## config.mk

```make
export PLATFORM = sky130hd
export DESIGN_NAME = dm_access_ctrl
export DESIGN_NICKNAME = d
export VERILOG_FILES = /design/src/rtl/dm_pkg.sv /design/src/rtl/dm_lane_align.sv /design/src/rtl/dm_access_ctrl.sv
export SDC_FILE = /design/constraint.sdc
export NUM_CORES = 1
export LEC_CHECK = 0
export BUFFER_PORTS_ARGS = -buffer_cell sky130_fd_sc_hd__buf_2
export CAP_MARGIN = 20
export CORE_ASPECT_RATIO = 0.5
export CORE_MARGIN = 1.5
export CORE_UTILIZATION = 30
export CTS_BUF_LIST = sky130_fd_sc_hd__clkbuf_8
export DETAILED_ROUTE_END_ITERATION = 12
export GPL_TIMING_DRIVEN = 0
export MAX_ROUTING_LAYER = met4
export PLACE_DENSITY = 0.61
export SLEW_MARGIN = 10
export SYNTH_ARGS = -nofsm -noshare
export SYNTH_HDL_FRONTEND = slang
export SYNTH_SLANG_ARGS = --single-unit
```

## constraint.sdc

```tcl
create_clock -name clk -period 2.8 [get_ports clk]
set_clock_uncertainty 0.15 [all_clocks]
set_input_delay 0.42 -clock clk [delete_from_list [all_inputs] [get_ports clk]]
set_output_delay 0.42 -clock clk [all_outputs]
set_load 0.01 [all_outputs]
```

## src/rtl/dm_pkg.sv

```systemverilog
// Shared encodings for the data-memory access path: request sizes, controller states,
// and the alignment rule used to reject bad requests before they touch memory.
package dm_pkg;

  localparam int DM_ADDR_W = 12;

  typedef enum logic [1:0] {
    SZ_BYTE = 2'b00,
    SZ_HALF = 2'b01,
    SZ_WORD = 2'b10,
    SZ_RSVD = 2'b11
  } size_e;

  typedef enum logic [1:0] {
    ST_IDLE   = 2'b00,
    ST_ACCESS = 2'b01,
    ST_WRITE  = 2'b10,
    ST_DONE   = 2'b11
  } state_e;

  // The reserved size code is rejected the same way as a misaligned address.
  function automatic logic is_misaligned(size_e size, logic [1:0] addr_lo);
    logic bad;
    case (size)
      SZ_BYTE: bad = 1'b0;
      SZ_HALF: bad = addr_lo[0];
      SZ_WORD: bad = (addr_lo != 2'b00);
      default: bad = 1'b1;
    endcase
    return bad;
  endfunction

endpackage

```

## src/rtl/dm_lane_align.sv

```systemverilog
// Little-endian lane handling: extracts and extends the loaded lane, and builds the
// merged word for a sub-word store.
module dm_lane_align
  import dm_pkg::*;
(
  input  size_e       size_i,
  input  logic        signed_i,
  input  logic [1:0]  lane_i,
  input  logic [31:0] rd_word_i,
  input  logic [31:0] wdata_i,
  output logic [31:0] load_data_o,
  output logic [31:0] merge_data_o
);

  logic [7:0]  byte_sel;
  logic [15:0] half_sel;

  // NOTE: every output of a combinational block gets a default before any branch;
  // a path that leaves one unassigned would infer a latch.
  always_comb begin
    byte_sel     = rd_word_i[{lane_i, 3'b000} +: 8];
    half_sel     = lane_i[1] ? rd_word_i[31:16] : rd_word_i[15:0];
    load_data_o  = rd_word_i;
    merge_data_o = wdata_i;

    case (size_i)
      SZ_BYTE: begin
        load_data_o  = {{24{signed_i & byte_sel[7]}}, byte_sel};
        merge_data_o = rd_word_i;
        merge_data_o[{lane_i, 3'b000} +: 8] = wdata_i[7:0];
      end
      SZ_HALF: begin
        load_data_o  = {{16{signed_i & half_sel[15]}}, half_sel};
        merge_data_o = lane_i[1] ? {wdata_i[15:0], rd_word_i[15:0]}
                                 : {rd_word_i[31:16], wdata_i[15:0]};
      end
      default: ;
    endcase
  end

endmodule

```

## src/rtl/dm_access_ctrl.sv

```systemverilog
// Load/store controller in front of the word-addressed data memory: byte/half/word
// accesses with sign/zero extension on loads and read-modify-write on sub-word stores.
module dm_access_ctrl
  import dm_pkg::*;
#(
  parameter int ADDR_W = DM_ADDR_W
) (
  input  logic              clk,
  input  logic              rst_n,
  input  logic              req,
  input  logic              req_we,
  input  logic [1:0]        req_size,
  input  logic              req_signed,
  input  logic [31:0]       req_addr,
  input  logic [31:0]       req_wdata,
  output logic              busy,
  output logic              ack,
  output logic              err,
  output logic [31:0]       rdata,
  output logic              dm_we,
  output logic [ADDR_W-3:0] dm_addr,
  output logic [31:0]       dm_din,
  input  logic [31:0]       dm_dout
);

  state_e              state_q, state_d;
  logic                we_q, we_d;
  size_e               size_q, size_d;
  logic                signed_q, signed_d;
  logic [ADDR_W-1:0]   addr_q, addr_d;
  logic [31:0]         wdata_q, wdata_d;
  logic                err_q, err_d;
  logic [31:0]         merge_q, merge_d;
  logic [31:0]         rdata_q, rdata_d;

  logic [31:0]         load_data;
  logic [31:0]         merge_data;

  // Request address bits above the memory window are intentionally discarded.
  logic                unused_addr_hi;
  assign unused_addr_hi = ^req_addr[31:ADDR_W];

  dm_lane_align u_lane_align (
    .size_i       (size_q),
    .signed_i     (signed_q),
    .lane_i       (addr_q[1:0]),
    .rd_word_i    (dm_dout),
    .wdata_i      (wdata_q),
    .load_data_o  (load_data),
    .merge_data_o (merge_data)
  );

  always_comb begin
    state_d  = state_q;
    we_d     = we_q;
    size_d   = size_q;
    signed_d = signed_q;
    addr_d   = addr_q;
    wdata_d  = wdata_q;
    err_d    = err_q;
    merge_d  = merge_q;
    rdata_d  = rdata_q;

    case (state_q)
      ST_IDLE: begin
        if (req) begin
          we_d     = req_we;
          size_d   = size_e'(req_size);
          signed_d = req_signed;
          addr_d   = req_addr[ADDR_W-1:0];
          wdata_d  = req_wdata;
          err_d    = is_misaligned(size_e'(req_size), req_addr[1:0]);
          state_d  = err_d ? ST_DONE : ST_ACCESS;
        end
      end
      ST_ACCESS: begin
        if (!we_q) begin
          rdata_d = load_data;
          state_d = ST_DONE;
        end else if (size_q == SZ_WORD) begin
          state_d = ST_DONE;
        end else begin
          merge_d = merge_data;
          state_d = ST_WRITE;
        end
      end
      ST_WRITE: state_d = ST_DONE;
      ST_DONE:  state_d = ST_IDLE;
      default:  state_d = ST_IDLE;
    endcase
  end

  // NOTE: sequential state uses non-blocking assignments so every register samples
  // the pre-edge value of its neighbours regardless of statement order.
  always_ff @(posedge clk or negedge rst_n) begin
    if (!rst_n) begin
      state_q  <= ST_IDLE;
      we_q     <= 1'b0;
      size_q   <= SZ_BYTE;
      signed_q <= 1'b0;
      addr_q   <= '0;
      wdata_q  <= '0;
      err_q    <= 1'b0;
      merge_q  <= '0;
      rdata_q  <= '0;
    end else begin
      state_q  <= state_d;
      we_q     <= we_d;
      size_q   <= size_d;
      signed_q <= signed_d;
      addr_q   <= addr_d;
      wdata_q  <= wdata_d;
      err_q    <= err_d;
      merge_q  <= merge_d;
      rdata_q  <= rdata_d;
    end
  end

  // Memory-side outputs depend only on registered state, never on the live request.
  always_comb begin
    dm_we  = 1'b0;
    dm_din = '0;
    case (state_q)
      ST_ACCESS: begin
        if (we_q && (size_q == SZ_WORD)) begin
          dm_we  = 1'b1;
          dm_din = wdata_q;
        end
      end
      ST_WRITE: begin
        dm_we  = 1'b1;
        dm_din = merge_q;
      end
      default: ;
    endcase
  end

  assign busy    = (state_q != ST_IDLE);
  assign ack     = (state_q == ST_DONE);
  assign err     = ack & err_q;
  assign rdata   = rdata_q;
  assign dm_addr = addr_q[ADDR_W-1:2];

endmodule

```

# Word level (Yosys, flattened, before mapping)
# Index checks and enable logic that the tools add are counted.
# totals
regBits	115
out_inout_bits	78
word_cells	52
# op_classes
n_addsub	1
n_eq_ne	8
shift	3
n_mux	17
n_bitwise	5
n_reduce_logical	9
# ops
op	n
$pmux 32 s2	3
$mux 32	2
$bwmux 32	1
$shift 8x7->32 const A	1
$shiftx 32x6->8	1
$shiftx 8x7->32	1
$mux 16	1
$eq 2x2->1 const B	4
$pmux 2 s4	1
$neg 5->7	1
$eq 2x1->1 const B	3
$logic_not 2->1	3
$mux 1	5
$mux 2	2
$reduce_and 2->1	2
$reduce_bool 2->1	2
$and 1x1->1	3
$pmux 1 s3	1
$reduce_and 3->1	1
$ne 2x2->1 const B	1
$not 1->1	2
$pmux 1 s2	1
$logic_and 1x1->1	1

# Depth between registers and ports, before layout
# Gate-level depths: netlist (run 1).
# logic_depth
word_depth	7
ltp_mapped	8

# By module
# Synthesis (run 1) repeated with hierarchy kept, for this count alone.
# unflattened
cells_unflattened	585
hier_area_um2	6500.0
# by_module_without_submodules
module	instances	cells_each	area_per_inst_um2	seq_area_each_um2
dm_access_ctrl	1	351	4973.5	2877.8
dm_lane_align	1	234	1526.5	0.0

# Worst setup path before layout (run 1)
# OpenSTA, ideal clock, no wires.
# synth_path
path_kind	register to register
start	register addr_q[0]
end	register merge_q[20]
setup_time_ps	77
t_arrival_ps	2199
slack_ps	373
path_stages_with_launch	8
n_path_buf	1
synth_period_minus_slack_ps	2427
cell_sequence	dfrtp_1 -> clkbuf_1 -> inv_1 -> ha_1 -> or3b_4 -> nor4_4 -> a221oi_1 -> a21oi_1
# synth_between
elab_chain_len	4
# synth_rtl
item	line	text
from (decl)	dm_access_ctrl.sv:30	logic [ADDR_W-1:0] addr_q, addr_d;
from (signal assigned)	dm_access_ctrl.sv:111	addr_q <= addr_d;
$neg 5->7 *	dm_lane_align.sv:30	merge_data_o[{lane_i, 3'b000} +: 8] = wdata_i[7:0];
$shiftx 8x7->32 or $shift 8x7->32 (tied branches)	dm_lane_align.sv:30	
$bwmux 32 *	dm_lane_align.sv:30	
$pmux 32 s2 *	dm_lane_align.sv:26	case (size_i)
to (signal assigned)	dm_access_ctrl.sv:114	merge_q <= merge_d;
to (decl)	dm_access_ctrl.sv:33	logic [31:0] merge_q, merge_d;
# Every way passes the cells marked *; elsewhere a longest branch is shown, timed or not.
# A chain may end at the register's enable or synchronous reset.

# Final worst setup path (run 1)
# layout_path
start	register state_q[1]
end	output port dm_din[1]
# layout_between
elab_chain_len	2
# layout_rtl
item	line	text
from (decl)	dm_access_ctrl.sv:26	state_e state_q, state_d;
from (signal assigned)	dm_access_ctrl.sv:107	state_q <= state_d;
$eq 2x2->1 or $eq 2x1->1 (tied branches)	dm_access_ctrl.sv:123	case (state_q)
$pmux 32 s2 *	dm_access_ctrl.sv:123	
to (decl)	dm_access_ctrl.sv:22	output logic [31:0] dm_din,
# Marks and branches as above.

==> results of run 1 <==
==> cells by family after synthesis <==
group | Yosys count | share of synthesized area (%)
AO/OA/AOI/OAI | 213 | 21.5
adder cells (fa/ha/maj) | 10 | 1.91
buffers and inverters | 81 | 5.70
flip-flops | 115 | 43.8
multiplexers | 64 | 10.7
AND/OR/NAND/NOR | 210 | 16.3
==> area by class of cell <==
| type | instances | area, µm² | share of cell area [%] |
|---|---|---|---|
| Multi-Input combinational cell | 497 | 3380 | 40.7 |
| Inverter | 12 | 45.0 | 0.541 |
| Clock buffer | 18 | 248 | 2.98 |
| Sequential cell | 115 | 2880 | 34.6 |
| Buffer | 68 | 352 | 4.23 |
| Clock inverter | 13 | 145 | 1.74 |
| Tap cell | 300 | 375 | 4.51 |
| Timing Repair Buffer | 168 | 890 | 10.7 |
| Antenna cell | 2 | 5.00 | 0.0602 |
==> synthesized netlist by cell type (11+ instances only) <==
master,instances
sky130_fd_sc_hd__nor2_1,66
sky130_fd_sc_hd__a31oi_1,15
sky130_fd_sc_hd__nor2b_1,43
sky130_fd_sc_hd__buf_4,12
sky130_fd_sc_hd__nand2b_1,11
sky130_fd_sc_hd__nand3_1,18
sky130_fd_sc_hd__buf_2,14
sky130_fd_sc_hd__mux2_2,51
sky130_fd_sc_hd__dfrtp_1,115
sky130_fd_sc_hd__o21ai_0,23
sky130_fd_sc_hd__a22oi_1,43
sky130_fd_sc_hd__mux2i_1,13
sky130_fd_sc_hd__clkbuf_1,39
sky130_fd_sc_hd__nand2_1,42
sky130_fd_sc_hd__a21oi_1,65
sky130_fd_sc_hd__inv_1,12
sky130_fd_sc_hd__a32oi_1,11
sky130_fd_sc_hd__a221oi_1,15
==> cells in the final DEF, fill, tap and decap left out, drive strengths merged, types with 2 or more instances in the layout <==
cell type	count
a22o	5
nor2	67
clkinv	5
clkbuf	58
o21a	2
clkinvlp	2
o22ai	5
and2	4
a31oi	15
o21ai	23
nand2	42
nor3	6
nand3b	3
o211ai	7
and3	4
diode	2
dfrtp	115
a21oi	65
a21o	7
a221oi	15
nor4b	5
mux2i	13
a22oi	43
bufinv	3
a211oi	6
nand3	18
nor2b	43
mux2	51
nor4	3
a2111oi	4
a32oi	11
nand2b	11
buf	195
inv	15
ha	10
==> worst min-delay path by stage <==
stage	from	cells past startpoint	endpoint	slack [ns]
floorplan	rst_n	0	addr_q[0]	-0.03
global placement	rdata[21]	2	rdata[21]	0.33
detailed placement	rst_n	1	wdata_q[19]	0.17
CTS	req_signed	2	signed_q	0.02
global route	req_wdata[28]	2	wdata_q[28]	0.02
finish	req_wdata[28]	2	wdata_q[28]	0.04
==> sequential cells by signal, summed over array words and instances (netlist names) <==
name / count
rdata: 32
err_q: 1
addr_q: 12
size_q: 2
wdata_q: 32
we_q: 1
state_q: 2
signed_q: 1
merge_q: 32
==> power groups by stage <==
stage          clock, mW  combinational (mW)  sequential (mW)
6_report            1.59                5.90             3.17
5_1_grt             1.68                6.40             3.25
4_1_cts             1.61                5.68             3.14
3_5_place_dp           0                5.62             3.17
3_3_place_gp           0                5.54             3.13
2_1_floorplan          0                3.67             3.03
==> stage by stage <==
step                      util [%]  setup TNS (ns)  hold slack, ns  instances  setup WS, ns
final                         38.5               0          0.0428       1193         0.107
after CTS                     38.1         -0.0342          0.0196       1188       -0.0310
after global placement        35.9          -38.49           0.332       1153        -0.331
after floorplan                  -               0         -0.0256        693         0.373
after detailed placement      36.0           -2.83           0.172       1154        -0.346
after global routing          38.5               0          0.0152       1193       0.00621
==> timing repair <==
item | 4_1_cts | 5_1_grt
endpoints found under the hold margin | 28 | 0
pin swaps | 2 | 0
gates resized for setup | 12 | 20
hold buffers | 1 | 0
setup buffers | 3 | 3
setup endpoints to repair | 45 | 44
==> metal layers <==
metal  vias to the layer above  routed length [µm]  track usage, %
met1                      3209               11800            32.0
met5                         -                   0               -
met2                       296               10600            32.0
li1                       2889                   -               -
met3                        31                1940            5.02
met4                         0                 467            6.59
==> critical path: stages (launching register included) <==
cell and delay, ns:
sky130_fd_sc_hd__dfrtp_1 0.39, sky130_fd_sc_hd__inv_2 0.11, sky130_fd_sc_hd__ha_4 0.17, sky130_fd_sc_hd__nand2_4 0.11
sky130_fd_sc_hd__nor2_4 0.22, sky130_fd_sc_hd__buf_4 0.15, sky130_fd_sc_hd__buf_4 0.09, sky130_fd_sc_hd__a22oi_1 0.05
sky130_fd_sc_hd__nor2b_1 0.20, sky130_fd_sc_hd__buf_2 0.17
==> results.txt, run 1 <==
- First-pass GRT wire length: 37200 µm
- Post-synthesis cell type count: 46
- Clock transition at the registers of the reported paths: 0.07 ns
- Status: completed
* Class of the most critical hold timing path: input port to register
- After synthesis, the mean cell area works out to 9.48 µm².
* Internal power summed over all cells: 5.80 mW
* Most used flip-flop cell after synthesis: sky130_fd_sc_hd__dfrtp_1
- Number of placed I/O pins: 181
- Number of nets in the finished design: 992
* Share of power burned in the clock network: between 10% and 20%
- Req. time, crit path: 2.23 ns
* Launch instance of the worst register-to-register path: addr_q[0]
- In this run, the number of DRC markers left after iteration 0 of detailed routing was ~730.
- Area contributors post-synth: sky130_fd_sc_hd__dfrtp_1, sky130_fd_sc_hd__mux2_2, sky130_fd_sc_hd__a21oi_1
- DRC viols: 0
- Die Height: about 110 µm
- The tree built by TritonCTS fans out to 115 sinks.
- The finished cells cover about 8300 µm².
* Row count: 38
* Critical setup path kind: register to primary output
* Worst relative slew slack: 48.3%
* Share of power burned in registers: 29.7%
* MaxCap Viol Count: 0
- Final setup violation count: 0
- Detailed placement finished with a half-perimeter wire length of 19100 µm.
- For flop-to-flop paths, the worst setup slack is approximately 0.17 ns.
- Peak supply drop: 0.364 mV
* Post-Syn Instances: 693
* Average routed wire per standard cell: approximately 21 µm
- GR Util All Layers: 22.6%
* Post-Synthesis Cell Area: 6570 µm²
- After filler insertion, the fill cell instance count of the layout stands at around 2200.
- Post-detailed-routing wire length: 24900 µm
- Power spread over the standard cell area amounts to 1280 nW/µm².
* Leakage dissipation: roughly 3.7 nW
* Switching share of power: around 46%
* CP Launch Point: state_q[1]
- Following the worst setup path forward leads to its endpoint at dm_din[1].
- The number of cells on the worst reg-to-reg path is 8.
- Clk root buf: sky130_fd_sc_hd__clkbuf_8
- TritonCTS built the clock tree.
- Final Max Tran Viols: 0
- Routability-driven placement finished with a final weighted congestion of between 0.9 and 1.
* Worst-Margin Slew: 0.770 ns
* Yosys top cell area share: 43.8%
* Number of antenna violations at the first check in global routing: 2
- Entering global routing, the biggest net connects 88 pins.
- At the worst endpoint, the arrival time is 2.12 ns.
- The H-tree was split into 4 levels.
- For this run, the detailed router's first-pass iteration total came to 5.
- After synthesis, flip-flops and latches occupy between 40% and 50% of the total area.
- When the netlist entered floorplanning its net count stood at 806.
- During synthesis, Yosys emitted a total of 0 warnings.
* Top fanout value on the critical path: 8
* Maximum number of buffers from clock root to sink: 2
- The worst path uses 96.2% of the clock period.
- After global routing the overflow that remains totals 0.
- Post-DP Area: roughly 7800 µm²
- Number of synthesized register bits: roughly 120
* Average via count per standard cell: 5.39
* Relative contribution of combinational cells to total power: 55.4%
- Total power draw: 10.7 mW
* Overall die area: 22800 µm²
- Setup repair after global routing left no endpoint under its margin.
* Net Sw Power: 4.86 mW
- Yosys mapped a number of flops with a built-in enable equal to 0.
- Once detail routing completed, the nets flagged for antenna violations numbered 0.
- The smallest clock period supported by the final layout is computed as about 2.7 ns.
- Highest clock rate: 0.371 GHz
- The endpoint identified for the worst register-to-register timing path is merge_q[19].
- Relative to the synthesized area, the layout overhead comes to 26.7%.
- Vias in the first global route: 6111
- Placeable core region: 21600 µm²
- Element type at the critical path end: primary output
- Total via count in the routed design: 6425
- During placement, the flow inserted port buffers numbering between 150 and 200.
- TritonCTS Buffers: 17
* Later-pin clock latency in the skew report: 0.45 ns
- Of all cell types, the one taking the most synthesized area is sky130_fd_sc_hd__dfrtp_1.
* Die width: 212 µm
- Layout cells sized above 1: between 30% and 40%
* Hold violation count in the final report: 0
- Startpoint types: register
- Once the floorplan was initialized, standard cells occupied 30.4% of the core.
* Share of synthesized flip-flops with an asynchronous set or reset: 100%
Power figures use the tool's default switching activity.
==> run 2, diff against run 1 <==
CORE_ASPECT_RATIO = not set   (was 0.5)
PLACE_DENSITY = not set   (was 0.61)
PLACE_DENSITY_LB_ADDON = 0.15   (was not set)
==> results.txt, run 2 (synthesized netlist as in run 1, its figures left out) <==
- Status: completed
* Clock transition at the registers of the reported paths: 0.08 ns
- Reg2Reg Setup Slack: 0.15 ns
- Later-pin clock latency in the skew report: 0.46 ns
* DRC viols: 0
- Setup repair after global routing left no endpoint under its margin.
* WHS: 0.0335 ns
- The worst register-to-register path begins at addr_q[0].
- After detailed routing, the total wire length is ~26000 µm.
* Antenna diodes: 0
- Using the TritonRoute via totals, the vias-per-cell ratio works out to between 5 and 6.
* Vias in the first global route: roughly 6200
* First-pass GRT wire length: 38100 µm
- In this run the worst setup path terminates at dm_din[0].
- From bottom edge to top edge, the die measures 151 µm.
- Routed metal-1 wire length: 11900 µm
* Post-DP Area: 7750 µm²
- Number of antenna violations at the first check in global routing: 0
* Pin count of the biggest net entering global routing: about 70
- Setup violations remaining at the end of the flow were counted as 0.
- Number of nets still failing antenna checks after routing: 0
* Row count: 53
- For this block, the initial DRC count from the detailed router was between 400 and 500.
- Placeable core region: 21200 µm²
* Crit path largest cell delay: 0.41 ns
- Timing would allow up to 0.369 GHz.
- Final estimated routing congestion in global placement: 0.920
* Leftover overflow at the end of global routing: 0
- Maximum number of buffers from clock root to sink: 2
- Detailed placement ended at an HPWL of 19200 µm.
- Peak supply drop: 0.552 mV
- The worst pin sits at a relative slew slack of 29.8%.
- The die covers 22800 µm².
- PD cells: 1280 nW/µm²
* Routed length on met3: 1540 µm
* Top library cells by usage in the layout, fill and taps aside: sky130_fd_sc_hd__buf_2, sky130_fd_sc_hd__dfrtp_1, sky130_fd_sc_hd__nor2_1, sky130_fd_sc_hd__a21oi_1, sky130_fd_sc_hd__mux2_2
- The most critical setup path has its startpoint at state_q[1].
- At the pin with the least slew margin, the transition time is approximately 1.0 ns.
- From left edge to right edge, the die measures 151 µm.
- Number of nets in the finished design: roughly 990
- In this run the top signal layer used is met4.
* FF-to-FF path depth: 6
- Relative to the synthesized area, the layout overhead comes to 26.0%.
- The worst path in the final design needs a cycle of roughly 2.7 ns, including I/O delays and setup.
- GR Util All Layers: 23.6%
- Share of the cycle needed by the critical path after routing: 96.7%
* Max H-tree Level: 4
- After detailed routing, the met2 layer carries 11700 µm of wire.
- Class of the most critical hold timing path: input port to register
* Top fanout value on the critical path: 8
- Final Max Tran Viols: 0
- Once the floorplan was initialized, standard cells occupied 30.9% of the core.
- For this design the static power due to leakage is 3.64 nW.
- After routing, the total negative slack on setup checks comes to 0 ns.
* Cell area after layout: 8280 µm²
- The library cell used most frequently in the layout, excluding fill and tap cells, is sky130_fd_sc_hd__buf_2.
- Summing internal, switching and leakage power gives 10.6 mW.
- Traced cell by cell, the critical path runs through inv_2 -> ha_4 -> nand2_4 -> nor2_4 -> buf_4 -> a22oi_1 -> nor2b_1 -> buf_2.
* Hold violation count in the final report: 0
- Data on the critical path is required at its endpoint by 2.23 ns.
- In this run the critical register-to-register path is captured at merge_q[23].
* Clk root buf: sky130_fd_sc_hd__clkbuf_8
- For this design the top-level I/O count stands at 181.
* Startpoint types: register
- Average routed wire per standard cell: approximately 22 µm
- The critical path in this run is classified as register to primary output.
- The pre-antenna-repair detailed-routing pass consisted of 6 iterations.
- Data arrives at the worst endpoint at ~2.1 ns.
- TritonCTS created 17 clock buffers.
- Of the cells placed in the final design, the portion with a size suffix greater than 1 is 33.4%.
- Among all stages on the critical path, the largest delay is contributed by sky130_fd_sc_hd__dfrtp_2.
- IO buf count: 160
- The clock drives 115 sinks.
- The final route contains between 6000 and 7000 vias.
- Element type at the critical path end: primary output
* TritonCTS clock tree: yes
- Across the run, the number of max-cap violations was 0.
[run 2: area by class of cell]
type	instances	area, µm²
inverters	12	45.0
fillers	2221	12900
plain buffers	68	358
multi-input cells	497	3380
repair buffers	168	887
flip-flops and latches	115	2880
well taps	275	344
clock buffers	18	248
clock inverters	14	140
[run 2: repair_timing]
item                                    4_1_cts  5_1_grt
buffers inserted                              2        2
endpoints found under the hold margin        66        0
hold buffers                                  1        0
endpoints found under the setup margin       41       34
gates resized for setup                      15       20
cloned                                        0        1
pin swaps                                     2        1
[run 2: power by group]
group	total [mW]	switching, mW	leakage, nW	internal, mW
registers	3.19	0.694	1.34	2.49
clock network	1.58	0.777	0.186	0.806
logic	5.81	3.39	2.12	2.42
total	10.6	4.86	3.64	5.72
[run 2: worst min path at each step]
stage                 endpoint  cells after the start          from  slack (ns)
detailed placement   rdata[19]                      1         rst_n        0.32
global route         addr_q[5]                      2   req_addr[5]        0.01
CTS                       we_q                      2        req_we       0.005
floorplan            addr_q[0]                      0         rst_n       -0.03
global placement     rdata[25]                      2     rdata[25]        0.33
finish              addr_q[11]                      2  req_addr[11]        0.03
[run 2: metal layers]
layer  vias up  GRT usage (%)
li1       2881              -
met1      3157           32.2
met2       244           35.4
met3        28           4.58
met4         0           7.09
met5         -              -
[run 2: metrics by stage]
stage | setup slack, ns | utilization [%] | instances
finish | 0.0931 | 39.0 | 1167
global route | 0.00148 | 39.0 | 1167
CTS | -0.0278 | 38.6 | 1163
detailed placement | -0.231 | 36.5 | 1129
global placement | -0.489 | 36.3 | 1128
floorplan | 0.373 | - | 693
[run 2: worst max-delay path: cells and delay by family, from the launching register on]
kind	cells	cell delay, ns
simple gates	3	0.59
buf+inv	3	0.44
flops	1	0.41
fa+ha+maj	1	0.17
compound gates	1	0.06
